<file path="config.mk">
export PLATFORM = sky130hd
export DESIGN_NAME = uart_rx_deser_param
export DESIGN_NICKNAME = d
export VERILOG_FILES = /design/src/rtl/uart_rx_deser_param.sv
export SDC_FILE = /design/constraint.sdc
export NUM_CORES = 1
export LEC_CHECK = 0
export CAP_MARGIN = 20
export CORE_MARGIN = 4
export CORE_UTILIZATION = 41
export DETAILED_ROUTE_END_ITERATION = 16
export GPL_ROUTABILITY_DRIVEN = 1
export GPL_TIMING_DRIVEN = 0
export PLACE_DENSITY_LB_ADDON = 0.05
export SETUP_SLACK_MARGIN = 0.2
export SLEW_MARGIN = 25
export SYNTH_ARGS = -nofsm -noshare
export SYNTH_HDL_FRONTEND = slang
export SYNTH_SLANG_ARGS = --single-unit
</file>
<file path="constraint.sdc">
create_clock -name clk -period 1.65 [get_ports clk]
set_input_delay 0.2475 -clock clk [delete_from_list [all_inputs] [get_ports clk]]
set_output_delay 0.2475 -clock clk [all_outputs]
set_load 0.01 [all_outputs]
</file>
<file path="src/rtl/uart_rx_deser_param.sv">
// UART receive deserializer: collects DATA_W data bits, an optional parity bit and a stop bit.
// It emits a one-cycle data_valid for each frame, with parity and stop error flags.
module uart_rx_deser_param #(
  parameter int DATA_W     = 8,
  parameter int MSB_FIRST  = 0,
  parameter int PARITY_EN  = 0,
  parameter int PARITY_ODD = 0
) (
  input  logic              clk,
  input  logic              reset,
  input  logic              start,
  input  logic              abort,
  input  logic              sampled_bit,
  input  logic              sample_valid,
  output logic [DATA_W-1:0] p_data,
  output logic              data_valid,
  output logic              par_err,
  output logic              stop_err,
  output logic              busy
);

  localparam int CNT_W = $clog2(DATA_W + 1);
  localparam logic [CNT_W-1:0] LAST_IDX = CNT_W'(DATA_W - 1);

  typedef enum logic [1:0] {IDLE, DATA, PARITY, STOP} state_t;

  state_t            state, state_nxt;
  logic [CNT_W-1:0]  cnt, cnt_nxt;
  logic [CNT_W-1:0]  bit_idx;
  logic [DATA_W-1:0] shreg, shreg_nxt;
  logic              par_pend;
  logic              frame_start, shift_en, par_cap, done;

  function automatic logic parity_exp(input logic [DATA_W-1:0] d);
    return (^d) ^ (PARITY_ODD != 0);
  endfunction

  function automatic logic [CNT_W-1:0] map_idx(input logic [CNT_W-1:0] c);
    return (MSB_FIRST != 0) ? (LAST_IDX - c) : c;
  endfunction

  always_comb begin
    state_nxt   = state;
    cnt_nxt     = cnt;
    frame_start = 1'b0;
    shift_en    = 1'b0;
    par_cap     = 1'b0;
    done        = 1'b0;
    if (abort) begin
      state_nxt = IDLE;
      cnt_nxt   = '0;
    end else begin
      case (state)
        IDLE: if (start) begin
          state_nxt   = DATA;
          cnt_nxt     = '0;
          frame_start = 1'b1;
        end
        DATA: if (sample_valid) begin
          shift_en = 1'b1;
          cnt_nxt  = cnt + CNT_W'(1);
          if (cnt == LAST_IDX) state_nxt = (PARITY_EN != 0) ? PARITY : STOP;
        end
        PARITY: if (sample_valid) begin
          par_cap   = 1'b1;
          state_nxt = STOP;
        end
        STOP: if (sample_valid) begin
          done      = 1'b1;
          state_nxt = IDLE;
        end
        default: state_nxt = IDLE;
      endcase
    end
  end

  // Write the incoming bit into its slot without indexing the register by a wider counter.
  always_comb begin
    bit_idx   = map_idx(cnt);
    shreg_nxt = shreg;
    for (int i = 0; i < DATA_W; i++) begin
      if (bit_idx == CNT_W'(i)) shreg_nxt[i] = sampled_bit;
    end
  end

  always_ff @(posedge clk) begin
    if (reset) begin
      state      <= IDLE;
      cnt        <= '0;
      shreg      <= '0;
      par_pend   <= 1'b0;
      p_data     <= '0;
      data_valid <= 1'b0;
      par_err    <= 1'b0;
      stop_err   <= 1'b0;
    end else begin
      state      <= state_nxt;
      cnt        <= cnt_nxt;
      data_valid <= done;
      if (shift_en) shreg <= shreg_nxt;
      if (frame_start) par_pend <= 1'b0;
      else if (par_cap) par_pend <= (sampled_bit != parity_exp(shreg));
      // Frame delivery: outputs hold until the next completed frame.
      if (done) begin
        p_data   <= shreg;
        par_err  <= (PARITY_EN != 0) && par_pend;
        stop_err <= ~sampled_bit;
      end
    end
  end

  assign busy = (state != IDLE);

endmodule

</file>
==> results_tabular.tex, run 1 <==
\begin{tabular}{lr}
\hline
Metric & Value \\
\hline
\multicolumn{2}{l}{\textbf{Yosys}} \\
\quad Synth area leaders & sky130\_fd\_sc\_hd\_\_dfxtp\_1 (42\%), sky130\_fd\_sc\_hd\_\_ha\_1 (8.8\%), sky130\_fd\_sc\_hd\_\_mux2i\_1 (7.0\%) \\
\quad Top flip-flop cell by instance count after synthesis & sky130\_fd\_sc\_hd\_\_dfxtp\_1 \\
\quad Number of cells produced by synthesis & 132 \\
\quad Fraction of post-synthesis cell area in the top cell type by area & 42.2\% \\
\quad Syn. warnings & 0 \\
\quad Post-Synthesis Cell Area & 0.00114 mm2 \\
\quad Synthesized Nets & 146 \\
\quad Average cell area after synthesis & 8.63 um2 \\
\quad Number of library cell types mapped by synthesis & 26 \\
\quad Synth Register Bits & 24 \\
\quad Share of synthesized registers carrying an async set or reset & 0\% \\
\quad Leading area contributor after synthesis & sky130\_fd\_sc\_hd\_\_dfxtp\_1 \\
\quad Seq/Total Area, Yosys & 42.2\% \\
\quad Number of synthesized flops with an enable pin & 0 \\
\multicolumn{2}{l}{\textbf{CTS}} \\
\quad Buffer levels on the longest clock path & 2 \\
\quad Clock tree root driver cell & sky130\_fd\_sc\_hd\_\_clkbuf\_4 \\
\quad Clock latency reported for the late side of the worst-skew pair & 0.31 ns \\
\quad Clock transition at the registers of the reported paths & 0.13 ns \\
\quad CTS sink cnt & 24 \\
\quad Number of buffers added by the clock tree synthesis step & 3 \\
\quad Clock H-tree levels & 1 \\
\quad TritonCTS clock tree & done \\
\multicolumn{2}{l}{\textbf{Power and ir drop}} \\
\quad Maximum vdd ir drop & 0.614 mV \\
\quad Total power divided by cell area & 699 mW/mm2 \\
\quad Pleak & 0.690 nW \\
\quad Total power & 1.00 mW \\
\multicolumn{2}{l}{\textbf{Global route}} \\
\quad Via count of the first global-routing pass & 844 \\
\quad All-layer global routing usage & 13.0\% \\
\quad Initial antenna violation count & 0 \\
\quad Pin count of the biggest net entering global routing & 14 \\
\quad Total grt overflow & 0 \\
\quad Global-route wire length before repair & 3640 um \\
\multicolumn{2}{l}{\textbf{Route}} \\
\quad Top sig layer & met4 \\
\quad Routed length on met1 & 1120 um \\
\quad Final antenna-violating net count & 0 \\
\quad Detailed-route vias per instance & 5.12 \\
\quad Number of remaining DRC errors & 0 \\
\quad Count of vias placed by the detailed router & 931 \\
\quad Final routed wirelength across all metal layers & 2210 um \\
\quad DR WL/cell & 12.1 um \\
\quad Detailed-router iteration count before antenna repair & 4 \\
\quad Routed length on met2 & 948 um \\
\quad Iter 0 DRT Violations & 18 \\
\quad Wire length on met3 & 118 um \\
\multicolumn{2}{l}{\textbf{Flow run}} \\
\quad Maximum capacitance violations & 0 \\
\multicolumn{2}{l}{\textbf{Timing}} \\
\quad Maximum clock rate & 0.595 GHz \\
\quad Number of failing hold endpoints at the final stage & 0 \\
\quad Setup slack of the critical path after layout & -0.0311 ns \\
\quad Final number of setup-violating endpoints & 2 \\
\quad Crit share post-route & 102\% \\
\quad Final critical path time including I/O delays and setup & 1.68 ns \\
\quad Fin Clk Skew & 0.00262 ns \\
\quad Final count of pins violating max slew & 0 \\
\quad Unrepaired setup endpoints after global routing & true \\
\quad Sum of negative setup slack & -0.0369 ns \\
\multicolumn{2}{l}{\textbf{Placement}} \\
\quad Port Buffers & 14 \\
\quad Weighted congestion at the end of routability-driven global placement & 0.720 \\
\quad Detailed-placement wirelength estimate & 1660 um \\
\quad Placement Cell Area & 0.00133 mm2 \\
\quad Number of placed instances with taps included & 176 \\
\multicolumn{2}{l}{\textbf{Worst setup path}} \\
\quad Worst Path Required & 1.88 ns \\
\quad Number of buffers and inverters on the critical path & 2 \\
\quad Slowest cell on crit path & sky130\_fd\_sc\_hd\_\_dfxtp\_4 \\
\quad Kind of start point of the critical path & flop \\
\quad Highest net fanout along the worst path & 4 \\
\quad Crit Path Class & flop to flop \\
\quad Cell breakdown of the critical path & buf\_6 > ha\_4 > buf\_6 > or3\_4 > a221oi\_4 > nor2\_1 > a211oi\_1 \\
\quad Critical path capture point type & flop \\
\quad Largest stage delay on the critical path & 0.38 ns \\
\quad Arrival time of the worst setup path & 1.91 ns \\
\quad Cell family with most CP delay & compound AO/OA/AOI/OAI gates \\
\quad Worst path most repeated cell & sky130\_fd\_sc\_hd\_\_buf\_6 \\
\multicolumn{2}{l}{\textbf{Cells and area}} \\
\quad Cell area after layout & 0.00143 mm2 \\
\quad Final cell count without fillers & 182 \\
\quad Total of fill cells in the finished design & 270 \\
\quad Finished Core Util & 55.8\% \\
\quad Layout Nets & 167 \\
\quad Fraction of layout cells with a size suffix above 1 & 13.2\% \\
\quad Synthesis-to-layout area growth & 25.8\% \\
\quad Number of diodes added for antenna fixing & 0 \\
\multicolumn{2}{l}{\textbf{Floorplan}} \\
\quad Floorplan Core Area & 0.00257 mm2 \\
\quad Die area & 0.00368 mm2 \\
\quad Core Rows & 18 \\
\quad Initial cell density of the core & 44.3\% \\
\quad I/O pin count & 18 \\
\quad Overall die height & 60.7 um \\
\quad X dimension of the die & 60.7 um \\
\multicolumn{2}{l}{\textbf{Worst hold path}} \\
\quad Classification of the worst-slack hold path & input port to flop \\
\multicolumn{2}{l}{\textbf{Status}} \\
\quad Violations in the final reports & negative setup slack \\
\quad Result of the run & finished, violations left \\
\hline
\end{tabular}
[cells in the final DEF (no fill, tap or decap), types with 2 or more instances in the layout]
cell and count:
sky130_fd_sc_hd__buf_6 2, sky130_fd_sc_hd__o21ai_0 3, sky130_fd_sc_hd__mux2i_1 8, sky130_fd_sc_hd__clkbuf_1 4, sky130_fd_sc_hd__a21oi_1 10, sky130_fd_sc_hd__ha_1 6
sky130_fd_sc_hd__a31oi_1 2, sky130_fd_sc_hd__nand3_1 8, sky130_fd_sc_hd__dfxtp_1 22, sky130_fd_sc_hd__nor3_1 2, sky130_fd_sc_hd__nand3b_1 6, sky130_fd_sc_hd__nand2_1 20
sky130_fd_sc_hd__dlygate4sd2_1 5, sky130_fd_sc_hd__ha_4 2, sky130_fd_sc_hd__clkdlybuf4s50_1 3, sky130_fd_sc_hd__buf_4 2, sky130_fd_sc_hd__dlymetal6s2s_1 6, sky130_fd_sc_hd__inv_1 6
sky130_fd_sc_hd__clkbuf_4 4, sky130_fd_sc_hd__nor2_1 14
[where the power goes]
group	total, mW	switching [mW]	internal, mW
Clock	0.307	0.173	0.135
Sequential	0.585	0.00327	0.582
Combinational	0.109	0.0587	0.0503
[worst reg2reg max path, delay by kind of cell, from the launching register on]
family | cells | cell delay (ns)
AND/OR/NAND/NOR | 2 | 0.41
flip-flops | 1 | 0.38
AO/OA/AOI/OAI | 2 | 0.45
buffers and inverters | 2 | 0.23
adder cells (fa/ha/maj) | 1 | 0.14
[sequential cells by signal, indices dropped and copies added, names as in the netlist]
name        count
p_data          8
bit_idx         4
state           2
shreg           8
data_valid      1
stop_err        1
[path summary, 6_finish.rpt]
| path | to | cells past startpoint | start | slack, ns |
|---|---|---|---|---|
| worst max-delay path | state[0] | 7 | state[0] | -0.03 |
| worst min-delay path | p_data[0] | 2 | reset | 0.30 |
| worst max register to register | state[0] | 7 | state[0] | -0.03 |
| worst min register to register | p_data[5] | 2 | p_data[5] | 0.46 |
[stage by stage]
stage / hold slack [ns] / setup WS, ns
after floorplan: 0.399 / 0.0822
after detailed placement: 0.447 / -0.173
after CTS: 0.298 / -0.0228
after global placement: 0.444 / -0.158
after global routing: 0.310 / -0.109
final: 0.297 / -0.0311
[Yosys cell counts (all sizes together), types with 2 or more instances]
cell type and n:
mux2i 8, inv 7, a21oi 11, clkbuf 5, a31oi 2, nand2 20, nand3b 6, nor3 2
nor2 15, o21ai 3, nand3 8, buf 2, dfxtp 24, ha 8
[repair_timing]
item                       CTS  global route
hold buffers                 0             0
setup endpoints to repair   17            27
setup buffers                2             0
gates resized for setup     14             7
pin swaps                    2             0
[routing by layer]
metal	up-vias	GRT usage [%]
met5	-	0
met4	0	2.79
met3	2	3.83
met2	19	20.8
met1	428	17.5
li1	482	-
[cell type report]
type,instances,area (um2),area share (%)
plain buffers,7,41.3,2.88
clock buffers,4,36.3,2.53
inverters,7,26.3,1.83
multi-input cells,94,638,44.5
flip-flops and latches,24,485,33.9
well taps,30,37.5,2.62
repair buffers,16,168,11.7
[cells by family (layout without fill, tap and decap cells)]
| kind of cell | count (synthesis) | after routing | synth area share, % |
|---|---|---|---|
| compound gates | 22 | 22 | 13.0 |
| fa+ha+maj | 8 | 8 | 8.79 |
| buf+inv | 14 | 34 | 5.61 |
| flops | 24 | 24 | 42.2 |
| mux | 8 | 8 | 7.03 |
| other cells | 1 | 1 | 0.329 |
| simple gates | 55 | 55 | 23.1 |
No activity file was read; power rests on OpenSTA's default activity.
==> run 2, diff against run 1 <==
--- a/config.mk
+++ b/config.mk
@@ -9,4 +9,5 @@
 export CORE_MARGIN = 4
-export CORE_UTILIZATION = 41
+export CORE_UTILIZATION = 40
 export DETAILED_ROUTE_END_ITERATION = 16
+export DONT_BUFFER_PORTS = 1
 export GPL_ROUTABILITY_DRIVEN = 1
--- a/constraint.sdc
+++ b/constraint.sdc
@@ -3,2 +3,2 @@
 set_output_delay 0.2475 -clock clk [all_outputs]
-set_load 0.01 [all_outputs]
+set_load 0.1 [all_outputs]
==> run 2 against run 1 <==
The flow now finishes without violations. Cell count fell by 7.7%. First-iteration DRC count rose by 5.6%. Clock power decreased by 15%. Routed wire length increased by 5.8%. Critical path depth fell by 1. Sequential power hardly changed. Maximum frequency grew 2.1%. Non-clock buffer count down 14. Utilization down 6.2 points. Clock-buffer cell count fell by 1. Flip-flop and latch count is the same. Die area up 2.2%. Largest cell class unchanged.
==> results_tabular.tex, run 2 (synthesis gave the netlist of run 1 again) <==
\begin{tabular}{lr}
\hline
Metric & Value \\
\hline
\multicolumn{2}{l}{\textbf{Cells and area}} \\
\quad Number of diodes added for antenna fixing & 0 (unchanged) \\
\quad Finished Core Util & 49.6\% (was 55.8\%) \\
\quad Most frequent standard cell in the layout excluding fill and tap cells & sky130\_fd\_sc\_hd\_\_nand2\_1 (was sky130\_fd\_sc\_hd\_\_dfxtp\_1) \\
\quad Cell area after layout & 0.00136 mm2 (was 0.00143 mm2) \\
\quad Layout Nets & 153 (was 167) \\
\quad Total of fill cells in the finished design & 269 (was 270) \\
\quad Synthesis-to-layout area growth & 19.0\% (was 25.8\%) \\
\quad Area taken by multi-input logic gates & 693 um2 (was 638 um2) \\
\quad Fraction of layout cells with a size suffix above 1 & 29.9\% (was 13.2\%) \\
\quad Combined flip-flop and latch cell area & 502 um2 (was 485 um2) \\
\quad Most used cells in the layout excluding fill and tap cells & sky130\_fd\_sc\_hd\_\_nand2\_1 (20), sky130\_fd\_sc\_hd\_\_nor2\_1 (13), sky130\_fd\_sc\_hd\_\_dfxtp\_2 (11), sky130\_fd\_sc\_hd\_\_dfxtp\_1 (11), sky130\_fd\_sc\_hd\_\_a21oi\_1 (10) (was sky130\_fd\_sc\_hd\_\_dfxtp\_1 (22), sky130\_fd\_sc\_hd\_\_nand2\_1 (20), sky130\_fd\_sc\_hd\_\_nor2\_1 (14), sky130\_fd\_sc\_hd\_\_a21oi\_1 (10)) \\
\multicolumn{2}{l}{\textbf{Route}} \\
\quad Number of remaining DRC errors & 0 (unchanged) \\
\quad Count of vias placed by the detailed router & 889 (was 931) \\
\quad Detailed-route vias per instance & 5.29 (was 5.12) \\
\quad Iter 0 DRT Violations & 19 (was 18) \\
\quad Final antenna-violating net count & 0 (unchanged) \\
\quad DR WL/cell & 13.9 um (was 12.1 um) \\
\quad Final routed wirelength across all metal layers & 2330 um (was 2210 um) \\
\quad Detailed-router iteration count before antenna repair & 4 (unchanged) \\
\multicolumn{2}{l}{\textbf{Placement}} \\
\quad Weighted congestion at the end of routability-driven global placement & 0.758 (was 0.720) \\
\quad Placement Cell Area & 0.00120 mm2 (was 0.00133 mm2) \\
\quad Detailed-placement wirelength estimate & 1600 um (was 1660 um) \\
\quad Port Buffers & 0 (was 14) \\
\multicolumn{2}{l}{\textbf{CTS}} \\
\quad TritonCTS clock tree & done (unchanged) \\
\quad Buffer levels on the longest clock path & 2 (unchanged) \\
\quad Number of buffers added by the clock tree synthesis step & 3 (unchanged) \\
\quad Clock H-tree levels & 1 (unchanged) \\
\quad Clock latency reported for the late side of the worst-skew pair & 0.31 ns (about the same) \\
\quad Clock tree root driver cell & sky130\_fd\_sc\_hd\_\_clkbuf\_4 (unchanged) \\
\quad CTS sink cnt & 24 (unchanged) \\
\quad Clock transition at the registers of the reported paths & 0.13 ns (about the same) \\
\multicolumn{2}{l}{\textbf{Floorplan}} \\
\quad Floorplan Core Area & 0.00273 mm2 (was 0.00257 mm2) \\
\quad Die area & 0.00376 mm2 (was 0.00368 mm2) \\
\quad Overall die height & 61.4 um (was 60.7 um) \\
\quad Core Rows & 19 (was 18) \\
\quad X dimension of the die & 61.4 um (was 60.7 um) \\
\quad I/O pin count & 18 (unchanged) \\
\quad Initial cell density of the core & 41.6\% (was 44.3\%) \\
\multicolumn{2}{l}{\textbf{Worst setup path}} \\
\quad Slowest cell on crit path & sky130\_fd\_sc\_hd\_\_dfxtp\_4 (unchanged) \\
\quad Arrival time of the worst setup path & 1.88 ns (was 1.91 ns) \\
\quad Critical path capture point type & flop (unchanged) \\
\quad Cell breakdown of the critical path & buf\_4 > ha\_2 > or3\_4 > a221oi\_4 > nor2\_1 > a211oi\_1 (was buf\_6 > ha\_4 > buf\_6 > or3\_4 > a221oi\_4 > nor2\_1 > a211oi\_1) \\
\quad Largest stage delay on the critical path & 0.38 ns (about the same) \\
\quad Kind of start point of the critical path & flop (unchanged) \\
\quad Crit Path Class & flop to flop (unchanged) \\
\quad Number of buffers and inverters on the critical path & 1 (was 2) \\
\quad Worst Path Required & 1.88 ns (about the same) \\
\quad Cell family with most CP delay & simple AND/OR/NAND/NOR gates (was compound AO/OA/AOI/OAI gates) \\
\quad Highest net fanout along the worst path & 4 (unchanged) \\
\multicolumn{2}{l}{\textbf{Power and ir drop}} \\
\quad Total power divided by cell area & 720 mW/mm2 (was 699 mW/mm2) \\
\quad Maximum vdd ir drop & 0.686 mV (was 0.614 mV) \\
\quad Pleak & 0.494 nW (was 0.690 nW) \\
\multicolumn{2}{l}{\textbf{Timing}} \\
\quad Fin Hold WS & 0.0872 ns (was 0.297 ns) \\
\quad Worst relative slew slack & 64.4\% \\
\quad Final critical path time including I/O delays and setup & 1.65 ns (was 1.68 ns) \\
\quad Number of failing hold endpoints at the final stage & 0 (unchanged) \\
\quad Final number of setup-violating endpoints & 0 (was 2) \\
\quad Crit share post-route & 99.8\% (was 102\%) \\
\quad Final count of pins violating max slew & 0 (unchanged) \\
\quad Fin Clk Skew & 0.00318 ns (was 0.00262 ns) \\
\quad Transition time at the pin with the least slew margin & 0.534 ns \\
\quad Maximum clock rate & 0.607 GHz (was 0.595 GHz) \\
\quad Unrepaired setup endpoints after global routing & true (unchanged) \\
\multicolumn{2}{l}{\textbf{Global route}} \\
\quad Global-route wire length before repair & 3900 um (was 3640 um) \\
\quad Total grt overflow & 0 (unchanged) \\
\quad Via count of the first global-routing pass & 850 (was 844) \\
\quad All-layer global routing usage & 13.9\% (was 13.0\%) \\
\quad Pin count of the biggest net entering global routing & 13 (was 14) \\
\quad Initial antenna violation count & 0 (unchanged) \\
\multicolumn{2}{l}{\textbf{Worst hold path}} \\
\quad Classification of the worst-slack hold path & input port to flop (unchanged) \\
\multicolumn{2}{l}{\textbf{Flow run}} \\
\quad Maximum capacitance violations & 0 (unchanged) \\
\multicolumn{2}{l}{\textbf{Status}} \\
\quad Result of the run & completed (was finished, violations left) \\
\hline
\end{tabular}
[run 2: cell types whose count changed in the layout (fill, tap and decap cells not counted), sizes merged]
| cell | delta |
|---|---|
| buf | +1 |
| clkbuf | -2 |
| clkdlybuf4s50 | -3 |
| clkinvlp | +1 |
| dlygate4sd2 | -5 |
| dlymetal6s2s | -6 |
| inv | -1 |
[run 2: worst reg2reg max path: stages (launching register included)]
cell                       delay, ns
sky130_fd_sc_hd__dfxtp_4        0.38
sky130_fd_sc_hd__buf_4          0.13
sky130_fd_sc_hd__ha_2           0.16
sky130_fd_sc_hd__or3_4          0.37
sky130_fd_sc_hd__a221oi_4       0.30
sky130_fd_sc_hd__nor2_1         0.08
sky130_fd_sc_hd__a211oi_1       0.15
[run 2: final timing paths]
check | start | to | slack, ns | depth (start not counted)
max | state[1] | state[0] | 0.003 | 6
min | sample_valid | data_valid | 0.09 | 2
max reg2reg | state[1] | state[0] | 0.003 | 6
min reg2reg | shreg[1] | p_data[1] | 0.46 | 2
[run 2: cell type report]
cell class,instances,area share (%)
multi-input cells,94,51.2
flip-flops and latches,24,37.0
plain buffers,7,3.32
well taps,31,2.86
inverters,7,2.59
clock buffers,3,1.66
repair buffers,2,1.39
[run 2: power by group]
group / leakage (nW) / total, mW / switching [mW] / internal [mW]
registers: 0.201 / 0.586 / 0.00539 / 0.580
clock network: 0.0138 / 0.261 / 0.176 / 0.0854
logic: 0.280 / 0.128 / 0.0821 / 0.0462
total: 0.494 / 0.975 / 0.263 / 0.712
[run 2: layer usage]
layer,part of all wire [%],vias to the layer above,track usage [%],routed length [um]
li1,-,455,-,-
met1,46,416,18.0,1070
met2,48,16,22.2,1120
met3,5.4,2,5.24,127
met4,0.60,0,2.73,14
met5,0,-,0,0
[run 2: what timing repair did]
item	4_1_cts	5_1_grt
setup endpoints to repair	33	14
pin swaps	6	7
hold buffers	0	0
resized for setup	26	12
gates cloned	0	0
setup buffers	2	0
[run 2: stage by stage]
stage	total power [mW]	instances	setup TNS, ns	setup WS, ns
CTS	0.975	168	0	0.0315
floorplan	0.690	132	0	0.0822
detailed placement	0.705	163	-0.0173	-0.0173
global placement	0.703	163	-0.00525	-0.00525
finish	0.975	168	0	0.00330
global route	1.02	168	-0.111	-0.0623
==> run 3, diff against run 2 <==
Settings changed: HOLD_SLACK_MARGIN from default to 0.06, SETUP_SLACK_MARGIN 0.2 to 0.02.
==> run 3 against run 2 <==
The flow now finishes with violations (negative setup slack). Maximum frequency decreased by 0.96%. Routed wire length decreased by 3.2%. Largest power group unchanged. Setup slack got worse by 0.016 ns. Clock skew down 0.0012 ns. Critical path type is now flop to primary output. Register-to-register slack lost 0.02 ns. First-iteration DRC count rose by 63%.
==> results_tabular.tex, run 3 (synthesis gave the netlist of run 1 again) <==
\begin{tabular}{lr}
\hline
Metric & Value \\
\hline
\multicolumn{2}{l}{\textbf{Global route}} \\
\quad Global-route wire length before repair & 3820 um (was 3900 um) \\
\quad Via count of the first global-routing pass & 848 (was 850) \\
\quad All-layer global routing usage & 13.7\% (was 13.9\%) \\
\quad Pin count of the biggest net entering global routing & 15 (was 13) \\
\quad Initial antenna violation count & 0 (unchanged) \\
\quad Total grt overflow & 0 (unchanged) \\
\multicolumn{2}{l}{\textbf{Floorplan}} \\
\quad Core Rows & 19 (unchanged) \\
\quad X dimension of the die & 61.4 um (unchanged) \\
\quad Overall die height & 61.4 um (unchanged) \\
\quad Initial cell density of the core & 41.6\% (unchanged) \\
\quad Floorplan Core Area & 0.00273 mm2 (unchanged) \\
\quad Die area & 0.00376 mm2 (unchanged) \\
\quad I/O pin count & 18 (unchanged) \\
\multicolumn{2}{l}{\textbf{Power and ir drop}} \\
\quad Clock network fraction of total power & 37.5\% (was 26.8\%) \\
\quad Total power divided by cell area & 847 mW/mm2 (was 720 mW/mm2) \\
\quad Total power & 1.14 mW (was 0.975 mW) \\
\quad Switching fraction of total power & 23.3\% (was 27.0\%) \\
\quad Logic gate share of total power & 10.7\% (was 13.2\%) \\
\quad Pleak & 0.514 nW (was 0.494 nW) \\
\quad Sequential power share & 51.8\% (was 60.1\%) \\
\quad Maximum vdd ir drop & 0.640 mV (was 0.686 mV) \\
\quad Internal power component & 0.870 mW (was 0.712 mW) \\
\quad Net Switching & 0.265 mW (was 0.263 mW) \\
\multicolumn{2}{l}{\textbf{Cells and area}} \\
\quad Number of diodes added for antenna fixing & 0 (unchanged) \\
\quad Most frequent standard cell in the layout excluding fill and tap cells & sky130\_fd\_sc\_hd\_\_dfxtp\_1 (was sky130\_fd\_sc\_hd\_\_nand2\_1) \\
\quad Most used cells in the layout excluding fill and tap cells & sky130\_fd\_sc\_hd\_\_dfxtp\_1 (21), sky130\_fd\_sc\_hd\_\_nand2\_1 (20), sky130\_fd\_sc\_hd\_\_nor2\_1 (14), sky130\_fd\_sc\_hd\_\_a21oi\_1 (10) (was sky130\_fd\_sc\_hd\_\_nand2\_1 (20), sky130\_fd\_sc\_hd\_\_nor2\_1 (13), sky130\_fd\_sc\_hd\_\_dfxtp\_2 (11), sky130\_fd\_sc\_hd\_\_dfxtp\_1 (11), sky130\_fd\_sc\_hd\_\_a21oi\_1 (10)) \\
\quad Synthesis-to-layout area growth & 17.7\% (was 19.0\%) \\
\quad Total of fill cells in the finished design & 269 (unchanged) \\
\quad Layout Nets & 156 (was 153) \\
\quad Finished Core Util & 49.0\% (was 49.6\%) \\
\quad Fraction of layout cells with a size suffix above 1 & 18.4\% (was 29.9\%) \\
\multicolumn{2}{l}{\textbf{Timing}} \\
\quad Crit share post-route & 101\% (was 99.8\%) \\
\quad Fin Hold WS & 0.0917 ns (was 0.0872 ns) \\
\quad Final critical path time including I/O delays and setup & 1.66 ns (was 1.65 ns) \\
\quad Transition time at the pin with the least slew margin & 0.964 ns (was 0.534 ns) \\
\quad Sum of negative setup slack & -0.0215 ns (was 0 ns) \\
\quad Final count of pins violating max slew & 0 (unchanged) \\
\quad Unrepaired setup endpoints after global routing & true (unchanged) \\
\quad Number of failing hold endpoints at the final stage & 0 (unchanged) \\
\quad Setup slack of the critical path after layout & -0.0126 ns (was 0.00330 ns) \\
\quad Fin Clk Skew & 0.00195 ns (was 0.00318 ns) \\
\quad Maximum clock rate & 0.601 GHz (was 0.607 GHz) \\
\quad Worst relative slew slack & 35.7\% (was 64.4\%) \\
\quad Final number of setup-violating endpoints & 2 (was 0) \\
\multicolumn{2}{l}{\textbf{Status}} \\
\quad Violations in the final reports & negative setup slack \\
\quad Result of the run & finished, violations left (was completed) \\
\multicolumn{2}{l}{\textbf{Placement}} \\
\quad Detailed-placement wirelength estimate & 1620 um (was 1600 um) \\
\quad Weighted congestion at the end of routability-driven global placement & 0.763 (was 0.758) \\
\quad Port Buffers & 0 (unchanged) \\
\multicolumn{2}{l}{\textbf{Route}} \\
\quad DR WL/cell & 13.1 um (was 13.9 um) \\
\quad Final antenna-violating net count & 0 (unchanged) \\
\quad Iter 0 DRT Violations & 31 (was 19) \\
\quad Count of vias placed by the detailed router & 887 (was 889) \\
\quad Final routed wirelength across all metal layers & 2260 um (was 2330 um) \\
\quad Number of remaining DRC errors & 0 (unchanged) \\
\quad Detailed-router iteration count before antenna repair & 4 (unchanged) \\
\quad Detailed-route vias per instance & 5.16 (was 5.29) \\
\multicolumn{2}{l}{\textbf{Worst setup path}} \\
\quad Crit Path Class & flop to primary output (was flop to flop) \\
\quad Kind of start point of the critical path & flop (unchanged) \\
\quad Arrival time of the worst setup path & 1.42 ns (was 1.88 ns) \\
\quad Critical path capture point type & primary output (was flop) \\
\quad Highest net fanout along the worst path & 3 (was 4) \\
\quad Worst Path Required & 1.40 ns (was 1.88 ns) \\
\multicolumn{2}{l}{\textbf{Worst hold path}} \\
\quad Classification of the worst-slack hold path & input port to flop (unchanged) \\
\multicolumn{2}{l}{\textbf{CTS}} \\
\quad Clock tree root driver cell & sky130\_fd\_sc\_hd\_\_clkbuf\_4 (unchanged) \\
\quad TritonCTS clock tree & done (unchanged) \\
\quad Post-cts hold buffer count & 0 (unchanged) \\
\quad Buffer levels on the longest clock path & 2 (unchanged) \\
\quad Clock transition at the registers of the reported paths & 0.13 ns (about the same) \\
\quad CTS sink cnt & 24 (unchanged) \\
\quad Number of buffers added by the clock tree synthesis step & 3 (unchanged) \\
\quad Clock latency reported for the late side of the worst-skew pair & 0.31 ns (about the same) \\
\quad Clock H-tree levels & 1 (unchanged) \\
\multicolumn{2}{l}{\textbf{Flow run}} \\
\quad Maximum capacitance violations & 0 (unchanged) \\
\hline
\end{tabular}
==> run 3: routing by layer <==
metal / wire [um] / share of wire (%) / GRT usage, %
met4: 30 / 1.3 / 3.64
met5: 0 / 0 / 0
met1: 1090 / 48 / 18.4
met3: 113 / 5.0 / 4.40
met2: 1030 / 46 / 21.1
==> run 3: area by class of cell <==
cell class,instances,area (um2),area share (%)
clock buffers,3,22.5,1.68
clock inverters,1,30.0,2.24
plain buffers,6,27.5,2.05
multi-input cells,94,651,48.6
repair buffers,6,48.8,3.64
well taps,31,38.8,2.89
flip-flops and latches,24,487,36.3
inverters,7,35.0,2.61
==> run 3: final timing paths <==
| kind | startpoint | cells past startpoint | slack [ns] | to |
|---|---|---|---|---|
| max reg2reg | state[1] | 6 | -0.01 | state[0] |
| min | sample_valid | 2 | 0.09 | data_valid |
| max | state[1] | 4 | -0.01 | busy |
| min reg2reg | shreg[4] | 2 | 0.47 | p_data[4] |
==> run 3: worst max-delay path: stages (launching register included) <==
cell and delay [ns]:
sky130_fd_sc_hd__dfxtp_2 0.37, sky130_fd_sc_hd__inv_4 0.07, sky130_fd_sc_hd__buf_4 0.11, sky130_fd_sc_hd__ha_4 0.14, sky130_fd_sc_hd__clkinvlp_4 0.41
==> run 3: per-stage QoR <==
stage / cell area, um2 / cells / worst slack (ns)
3_5_place_dp: 1180 / 163 / -0.0766
2_1_floorplan: 1140 / 132 / 0.0371
4_1_cts: 1320 / 172 / -0.00213
3_3_place_gp: 1180 / 163 / -0.0382
5_1_grt: 1340 / 172 / -0.0862
6_report: 1340 / 172 / -0.0126
==> run 3: timing repair <==
| item | CTS | global route |
|---|---|---|
| pin swaps | 5 | 4 |
| gates resized for setup | 12 | 8 |
| cloned | 0 | 0 |
| buffers inserted | 5 | 1 |
| setup endpoints to repair | 11 | 17 |
==> run 3: power by group through the flow <==
stage               Sequential (mW)  Clock, mW  Combinational (mW)
finish                        0.588      0.425               0.121
global route                  0.589      0.461               0.135
CTS                           0.587      0.435               0.118
detailed placement            0.599          0               0.101
global placement              0.599          0              0.0992
floorplan                     0.598          0              0.0872
